<file path="config.mk">
export PLATFORM = sky130hd
export DESIGN_NAME = fifo_pack_reader
export DESIGN_NICKNAME = d
export VERILOG_FILES = /design/src/rtl/fifo_pack_reader.sv
export SDC_FILE = /design/constraint.sdc
export NUM_CORES = 1
export LEC_CHECK = 0
export CAP_MARGIN = 25
export CORE_UTILIZATION = 48
export DETAILED_ROUTE_END_ITERATION = 7
export GPL_TIMING_DRIVEN = 0
export HOLD_SLACK_MARGIN = 0.05
export PLACE_DENSITY = 0.79
export SLEW_MARGIN = 20
export SYNTH_ARGS = -nofsm -noshare
export SYNTH_HDL_FRONTEND = slang
export SYNTH_SLANG_ARGS = --single-unit
</file>
<file path="constraint.sdc">
create_clock -name clk -period 2.25 [get_ports clk]
set_input_delay 0.3375 -clock clk [delete_from_list [all_inputs] [get_ports clk]]
set_output_delay 0.3375 -clock clk [all_outputs]
set_load 0.005 [all_outputs]
</file>
<file path="src/rtl/fifo_pack_reader.sv">
// Read-side FIFO consumer: pops WIDTH-bit elements and packs PACK of them into
// one wide word on a valid/ready stream; flush emits a partial word.
module fifo_pack_reader #(
  parameter int WIDTH = 8,
  parameter int PACK  = 4,
  localparam int CW   = $clog2(PACK + 1)
) (
  input  logic                  clk,
  input  logic                  reset,
  input  logic                  fifo_empty,
  output logic                  fifo_rd_en,
  input  logic [WIDTH-1:0]      fifo_rdata,
  input  logic                  flush,
  output logic [WIDTH*PACK-1:0] out_data,
  output logic [CW-1:0]         out_count,
  output logic                  out_valid,
  input  logic                  out_ready
);

  typedef enum logic {FILL, OUT} state_t;

  localparam logic [CW:0]   PACK_LEVEL = (CW + 1)'(PACK);
  localparam logic [CW-1:0] FULL       = CW'(PACK);
  localparam logic [CW-1:0] LAST       = CW'(PACK - 1);

  state_t        state;
  logic [CW-1:0] count;
  logic          pending;
  logic          flush_req;
  logic [CW:0]   level;

  // A pop already in flight reserves its lane, so count+pending caps new pops.
  always_comb begin
    level      = {1'b0, count} + {{CW{1'b0}}, pending};
    fifo_rd_en = !reset && (state == FILL) && !fifo_empty && !flush_req &&
                 (level < PACK_LEVEL);
  end

  always_ff @(posedge clk or posedge reset) begin
    if (reset) begin
      state     <= FILL;
      count     <= '0;
      pending   <= 1'b0;
      flush_req <= 1'b0;
      out_valid <= 1'b0;
      out_data  <= '0;
      out_count <= '0;
    end else begin
      case (state)
        FILL: begin
          pending   <= fifo_rd_en;
          flush_req <= flush_req | flush;
          if (pending) begin
            for (int unsigned k = 0; k < PACK; k++) begin
              if (count == CW'(k)) out_data[k*WIDTH +: WIDTH] <= fifo_rdata;
            end
            count <= count + 1'b1;
            // Completing a word also satisfies any outstanding flush.
            if (count == LAST) begin
              state     <= OUT;
              out_valid <= 1'b1;
              out_count <= FULL;
              flush_req <= 1'b0;
            end
          end else if (flush_req) begin
            flush_req <= 1'b0;
            if (count != '0) begin
              state     <= OUT;
              out_valid <= 1'b1;
              out_count <= count;
            end
          end
        end
        OUT: begin
          pending <= 1'b0;
          if (out_ready) begin
            state     <= FILL;
            count     <= '0;
            out_valid <= 1'b0;
            out_data  <= '0;
            out_count <= '0;
          end
        end
        default: state <= FILL;
      endcase
    end
  end

endmodule
</file>
Word level (Yosys, flattened, before mapping)
Index checks and enable logic that the tools add are counted.
{"block": "word_totals", "ff_bits": 42, "input_bits": 13}
{"block": "classes", "n_addsub": 2, "n_lt_le_gt_ge": 1, "eq_ne": 12, "muxes": 31, "bitwise": 2, "n_reduce_logical": 15}
{"operator": "32-bit two-way mux", "count": 2}
{"operator": "32-bit case mux with 2 select lines", "count": 1}
{"operator": "8-bit two-way mux", "count": 4}
{"operator": "3-bit two-way mux", "count": 6}
{"operator": "1-bit two-way mux", "count": 13}
{"operator": "3-bit case mux with 2 select lines", "count": 2}
{"operator": "3-bit AND reduction", "count": 4}
{"operator": "2-bit by 1-bit inequality test with 1-bit output (second input constant)", "count": 4}
{"operator": "3-bit by 2-bit == test with 1-bit output (second input constant)", "count": 2}
{"operator": "3-bit by 2-bit inequality test with 1-bit output (second input constant)", "count": 2}
{"operator": "1-bit case mux with 2 select lines", "count": 3}
{"operator": "3-bit by 1-bit adder with 4-bit output", "count": 1}
{"operator": "1-bit logical AND", "count": 4}
{"operator": "4-bit by 3-bit less-than comparator with 1-bit output (second input constant)", "count": 1}
{"operator": "2-bit inequality test (second input constant)", "count": 2}
{"operator": "4-bit AND reduction", "count": 1}
{"operator": "3-bit by 1-bit adder with 3-bit output (second input constant)", "count": 1}
{"operator": "3-bit by 1-bit == test with 1-bit output (second input constant)", "count": 1}
{"operator": "1-bit zero test", "count": 3}
{"operator": "3-bit zero test", "count": 1}
{"operator": "3-bit inequality test (second input constant)", "count": 1}
{"operator": "3-bit nonzero test", "count": 1}
{"operator": "2-bit AND reduction", "count": 1}
{"operator": "1-bit inverter", "count": 1}
{"operator": "1-bit OR", "count": 1}

Depth between registers and ports, before layout
Gate-level depths: netlist of run 1.
{"block": "depth", "depth_word": 6, "depth_mapped": 6, "mapped_depth_nobuf": 5}

Worst setup path before layout of run 1
OpenSTA, ideal clock, no wires.
{"block": "synth_path", "kind": "register to output", "from": "reg state", "to": "out fifo_rd_en", "arrival_ps": 1227, "t_required_ps": 1913, "path_slack_ps": 685, "path_stages_with_launch": 4, "n_path_buf": 1, "path_cell_list": "dfrtp_1 -> buf_6 -> or4_4 -> a311oi_1"}
{"block": "synth_via", "elab_chain_cells": 5}
{"element": "start, declared", "line": "26", "text": "state_t state;"}
{"element": "start signal, assigned", "line": "41", "text": "state <= FILL;"}
{"element": "start signal, assigned", "line": "60", "text": "state <= OUT;"}
{"element": "start signal, assigned", "line": "68", "text": "state <= OUT;"}
{"element": "1-bit inverter"}
{"element": "1-bit logical AND (4 in series)", "line": "35", "text": "fifo_rd_en = !reset && (state == FILL) && !fifo_empty && !flush_req &&"}
{"element": "end, declared", "line": "11", "text": "output logic fifo_rd_en,"}
Every way passes these cells.

Worst setup path in the final report of run 1
Same ends and word-level chain as after synthesis.

==> results.toml, run 1 <==
[critical_path]
start_kind = "flip-flop"
critPathSlowestCell = "or4_4"
endpoint_kind = "primary output"
r2r_slack_ps = 540
crit_end = "fifo_rd_en"
cp-startpoint = "state"
rr_startpoint = "count[0]"
cp.depth = 4
worst_ep_arrival_time_ps = 1850
path_delay_family = "simple AND/OR/NAND/NOR gates"
rr_endpoint = "out_count[2]"
cp_num_buf_inv = 2
required_ps = 1910
crit_path_cell_trace = "buf_6, or4_4, a311oi_2, dlygate4sd2_1"
r2r.worst_path.cells = 6
criticalPathCategory = "reg -> out"
cp_max_fo = 10
slowest_delay_ps = 530

[cells_and_area]
final_cell_mix = "54 x nand2_1, 48 x clkdlybuf4s50_1, 42 x dfrtp_1, 34 x o21ai_0, 13 x inv_1"
n_antenna_cell = 0
final_common_cell = "nand2_1"
area_growth_pct = 37.9
postLayoutCellArea_um2 = 2600
nets = 276
nFillCells = 291
drive_gt1_frac = 0.0888

[logic_synthesis]
syn_inst = 201
syn_area_um2 = 1880
synth-seq-area-share = 0.558
async_flop_share = 1.00
yosysWarnings = 0
yosysUniqueCellTypes = 28
syn_nets = 219
ys.flop_type = "dfrtp_1"
ys_ff_latch = 42
syn_avg_cell_area_um2 = 9.37
synth-edff-count = 0

[cts]
clk_latency_ps = 310
postCtsSetupRepairBufs = 0
cts_buffers = 5
clock-sinks = 42
cts_tree = "yes"
clkTransAtPathRegs_ps = 90
hold_buffers = 0
ctsLongestPathBuffers = 2
root_buffer = "clkbuf_8"
htreeDepth = 2

[floorplanning]
die_w_um = 64.6
core_area_um2 = 3720
io_pins = 50
rows = 22
dieArea_um2 = 4180
start_util = 0.507
die_y_um = 64.6

[place]
dp_slack_ps = -121
placed_area_um2 = 2450
hpwlAfterDp_um = 3190
io_buffers = 49
gp_congestion = 0.817

[timing]
clock.fmax_mhz = 456
worst_pin_slew_ps = 489
setup_viol = 0
slew_violations = 0
maxSlewHeadroom = 0.674
rsz0062_at_grt = "no"
fin_crit_sh = 0.974
clock_skew_ps = 9.19
final_period_minus_worst_setup_slack_ps = 2190
fin_ws_ps = 58.8
hold_viol = 0

[power]
power_density_nw_per_um2 = 1050
swShare = 0.319
pwr-share-comb = 0.338
vdd_drop_max_uv = 568
switchingPower_w = 0.000869
power.share.clock = 0.264
power.internal_w = 0.00185
seq_power_share = 0.397
p_leak_nw = 1.10

[job]
cap_violations = 0

[route]
detail_route.vias_per_cell = 5.37
firstDrtPassIters = 4
wl_per_cell_um = 14.8
drc_errors = 0
postRouteAntennaNets = 0
wirelength_um = 4540
vias = 1649
drtIter0Drc = 152

[global_routing]
grt_use_total = 0.246
grt_max_degree = 30
globalRoute.totalOverflow = 0
grt_pass1_vias = 1558
antenna_found_initial = 0
grt_pass1_wl_um = 7670

[worst_hold_path]
hold_class = "in -> async"

[status]
status = "finished clean"
cell usage after synthesis, drive strengths merged, types with 3 or more instances:
cell type / n / area [um2]
inv: 14 / 52.6
nor2b: 4 / 25.0
nand2b: 3 / 18.8
ha: 5 / 62.6
o21ai: 37 / 185
a21oi: 3 / 15.0
dfrtp: 42 / 1050
buf: 8 / 51.3
nand2: 54 / 203
nand3: 8 / 40.0
and4bb: 3 / 37.5
worst reg2reg max path, stage by stage, from the launching register on:
cell and delay, ps:
dfrtp_1 490, ha_1 250, ha_1 190, and2_1 170, buf_4 170, a211oi_1 230
o31ai_1 110
layer usage:
| metal | vias to the layer above | track usage | wire (um) |
|---|---|---|---|
| li1 | 784 | - | - |
| met1 | 795 | 0.333 | 2040 |
| met2 | 58 | 0.389 | 2140 |
| met3 | 12 | 0.0370 | 234 |
| met4 | 0 | 0.114 | 128 |
| met5 | - | 0 | 0 |
metrics by stage:
stage          std cells  power (W)  hold slack [ps]   util  setup TNS (ps)
2_1_floorplan        201    0.00153              408      -               0
3_3_place_gp         298    0.00196              510  0.655           -6.22
3_5_place_dp         299    0.00200              498  0.660            -121
4_1_cts              307    0.00273              341  0.699               0
5_1_grt              307    0.00289              364  0.699               0
6_report             307    0.00272              327  0.699               0
worst min path at each step:
stage,end,startpoint,slack (ps),cells past startpoint
after floorplan,pending,fifo_empty,410,1
after global placement,out_data[20],out_data[20],510,2
after detailed placement,out_count[2],out_count[2],500,2
after CTS,out_data[0],reset,340,2
after global routing,out_data[15],reset,360,2
final,out_data[0],reset,330,2
cell families after synthesis:
kind of cell             Yosys count  synth area share
multiplexers                       1           0.00532
AO/OA/AOI/OAI                     50             0.148
flip-flops                        42             0.558
adder cells (fa/ha/maj)            5            0.0332
XOR/XNOR                           1           0.00465
AND/OR/NAND/NOR                   78             0.191
buffers and inverters             24            0.0591
sequential cells by signal, indices dropped and copies added, names as in the netlist:
signal,cells
count,3
flush_req,1
out_count,3
out_data,32
out_valid,1
pending,1
state,1
power by group through the flow:
stage	Clock (W)	Sequential [W]	Combinational [W]
after floorplan	0	0.00108	0.000458
after CTS	0.000724	0.00108	0.000922
after global routing	0.000761	0.00111	0.00102
after global placement	0	0.00108	0.000879
after detailed placement	0	0.00109	0.000905
final	0.000719	0.00108	0.000920
area by class of cell:
type                            instances  area [um2]  share of cell area
Clock inverter                          3        68.8              0.0265
Buffer                                  9        55.1              0.0212
Inverter                               15        56.3              0.0217
Timing Repair Buffer                   50         509               0.196
Sequential cell                        42        1050               0.405
Tap cell                               48        60.1              0.0231
Multi-Input combinational cell        135         727               0.280
Clock buffer                            5        68.8              0.0265
timing repair:
item                                    in CTS  in global routing
endpoints found under the setup margin       1                  0
gates resized for setup                      2                  0
hold endpoints to repair                     0                  0
(Power assumes the default switching activity.)
==> run 2: changes to the inputs <==
- CORE_MARGIN: default -> 2
==> results.toml, run 2 (synthesized netlist as in run 1, its figures left out) <==
[cts]
ctsLongestPathBuffers = 2
clk_latency_ps = 300
hold_buffers = 0
htreeDepth = 2
root_buffer = "clkbuf_8"
clkTransAtPathRegs_ps = 80
cts_tree = "yes"
clock-sinks = 42
cts_buffers = 5

[place]
gp_congestion = 0.790
io_buffers = 49
hpwlAfterDp_um = 3170
numPlacedInstances = 299
dp_slack_ps = -78.7

[cells_and_area]
n_antenna_cell = 0
final_common_cell = "nand2_1"
largestRegisters = "out_data: 32 flops, count: 3 flops, out_count: 3 flops"
final_cells = 307
regMostFlops = "out_data"
nets = 276
largest_register_ffs = 32
final_cell_mix = "54 x nand2_1, 48 x clkdlybuf4s50_1, 42 x dfrtp_1, 34 x o21ai_0, 13 x inv_1"
drive_gt1_frac = 0.0811
area_growth_pct = 35.1

[critical_path]
rr_endpoint = "out_count[2]"
criticalPathCategory = "reg -> out"
worst_ep_arrival_time_ps = 1790
r2r.worst_path.cells = 6
start_kind = "flip-flop"
endpoint_kind = "primary output"
required_ps = 1910
cp_max_fo = 10
rr_startpoint = "count[0]"
r2r_slack_ps = 550

[route]
wirelength_um = 4350
drc_errors = 0
firstDrtPassIters = 4
vias = 1613
detail_route.vias_per_cell = 5.25
wl_per_cell_um = 14.2
postRouteAntennaNets = 0
drtIter0Drc = 119

[power]
p_leak_nw = 1.08
seq_power_share = 0.435
power.internal_w = 0.00165
power_density_nw_per_um2 = 973
vdd_drop_max_uv = 649
swShare = 0.332
power.share.clock = 0.202
pwr-share-comb = 0.362
switchingPower_w = 0.000822

[global_routing]
antenna_found_initial = 0
grt_pass1_vias = 1499
globalRoute.totalOverflow = 0
grt_pass1_wl_um = 7410
grt_use_total = 0.226
grt_max_degree = 32

[timing]
setup_viol = 0
final_period_minus_worst_setup_slack_ps = 2130
maxSlewHeadroom = 0.679
clock_skew_ps = 5.63
fin_ws_ps = 119
rsz0062_at_grt = "no"
slew_violations = 0
hold_viol = 0
worst_pin_slew_ps = 481
clock.fmax_mhz = 469
fin_crit_sh = 0.947

[floorplanning]
io_pins = 50
dieArea_um2 = 4440
die_w_um = 66.6
start_util = 0.507
die_y_um = 66.6
rows = 22
core_area_um2 = 3720

[job]
cap_violations = 0

[worst_hold_path]
hold_class = "in -> async"

[status]
status = "finished clean"
==> run 2: area by class of cell <==
type,count,area (um2)
Buffer,9,55.1
Timing Repair Buffer,50,509
Clock inverter,1,5.00
Fill cell,278,1170
Clock buffer,7,86.3
Multi-Input combinational cell,135,721
Inverter,15,56.3
Sequential cell,42,1050
Tap cell,48,60.1
==> run 2: stage by stage <==
step / instance area [um2] / util / hold WS (ps) / power [W] / setup TNS [ps]
after floorplan: 1880 / - / 408 / 0.00153 / 0
after global placement: 2430 / 0.655 / 509 / 0.00196 / -5.27
after detailed placement: 2450 / 0.660 / 498 / 0.00199 / -78.7
after CTS: 2540 / 0.685 / 325 / 0.00250 / 0
after global routing: 2540 / 0.685 / 345 / 0.00266 / 0
final: 2540 / 0.685 / 328 / 0.00247 / 0
==> run 2: power by group through the flow <==
| stage | Clock [W] | Combinational (W) | Sequential (W) |
|---|---|---|---|
| 3_3_place_gp | 0 | 0.000880 | 0.00108 |
| 4_1_cts | 0.000516 | 0.000904 | 0.00108 |
| 3_5_place_dp | 0 | 0.000904 | 0.00109 |
| 2_1_floorplan | 0 | 0.000458 | 0.00108 |
| 5_1_grt | 0.000550 | 0.00101 | 0.00110 |
| 6_report | 0.000501 | 0.000897 | 0.00108 |
==> run 2: how the worst max path moves through the flow <==
| stage | from | to | slack, ps | cells past startpoint |
|---|---|---|---|---|
| floorplan | state | fifo_rd_en | 690 | 3 |
| global placement | reset | fifo_rd_en | -5 | 4 |
| detailed placement | reset | fifo_rd_en | -80 | 4 |
| CTS | state | fifo_rd_en | 100 | 4 |
| global route | state | fifo_rd_en | 20 | 4 |
| finish | state | fifo_rd_en | 120 | 4 |
==> run 2: critical path, stage by stage, from the launching register on <==
cell and delay (ps):
dfrtp_1 380, buf_6 140, or4_4 510, a311oi_1 210, dlygate4sd2_1 260
==> run 2: timing repair <==
| action | CTS | global route |
|---|---|---|
| endpoints found under the setup margin | 1 | 0 |
| buffers inserted | 0 | 0 |
| resized for setup | 1 | 0 |
==> run 2: per-layer routing <==
layer / routed length, um / GRT usage / part of all wire / vias to the layer above
met5: 0 / 0 / 0 / -
met4: 79 / 0.0842 / 0.018 / 0
met3: 256 / 0.0591 / 0.059 / 7
met2: 1930 / 0.344 / 0.44 / 58
met1: 2080 / 0.311 / 0.48 / 762
li1: - / - / - / 786
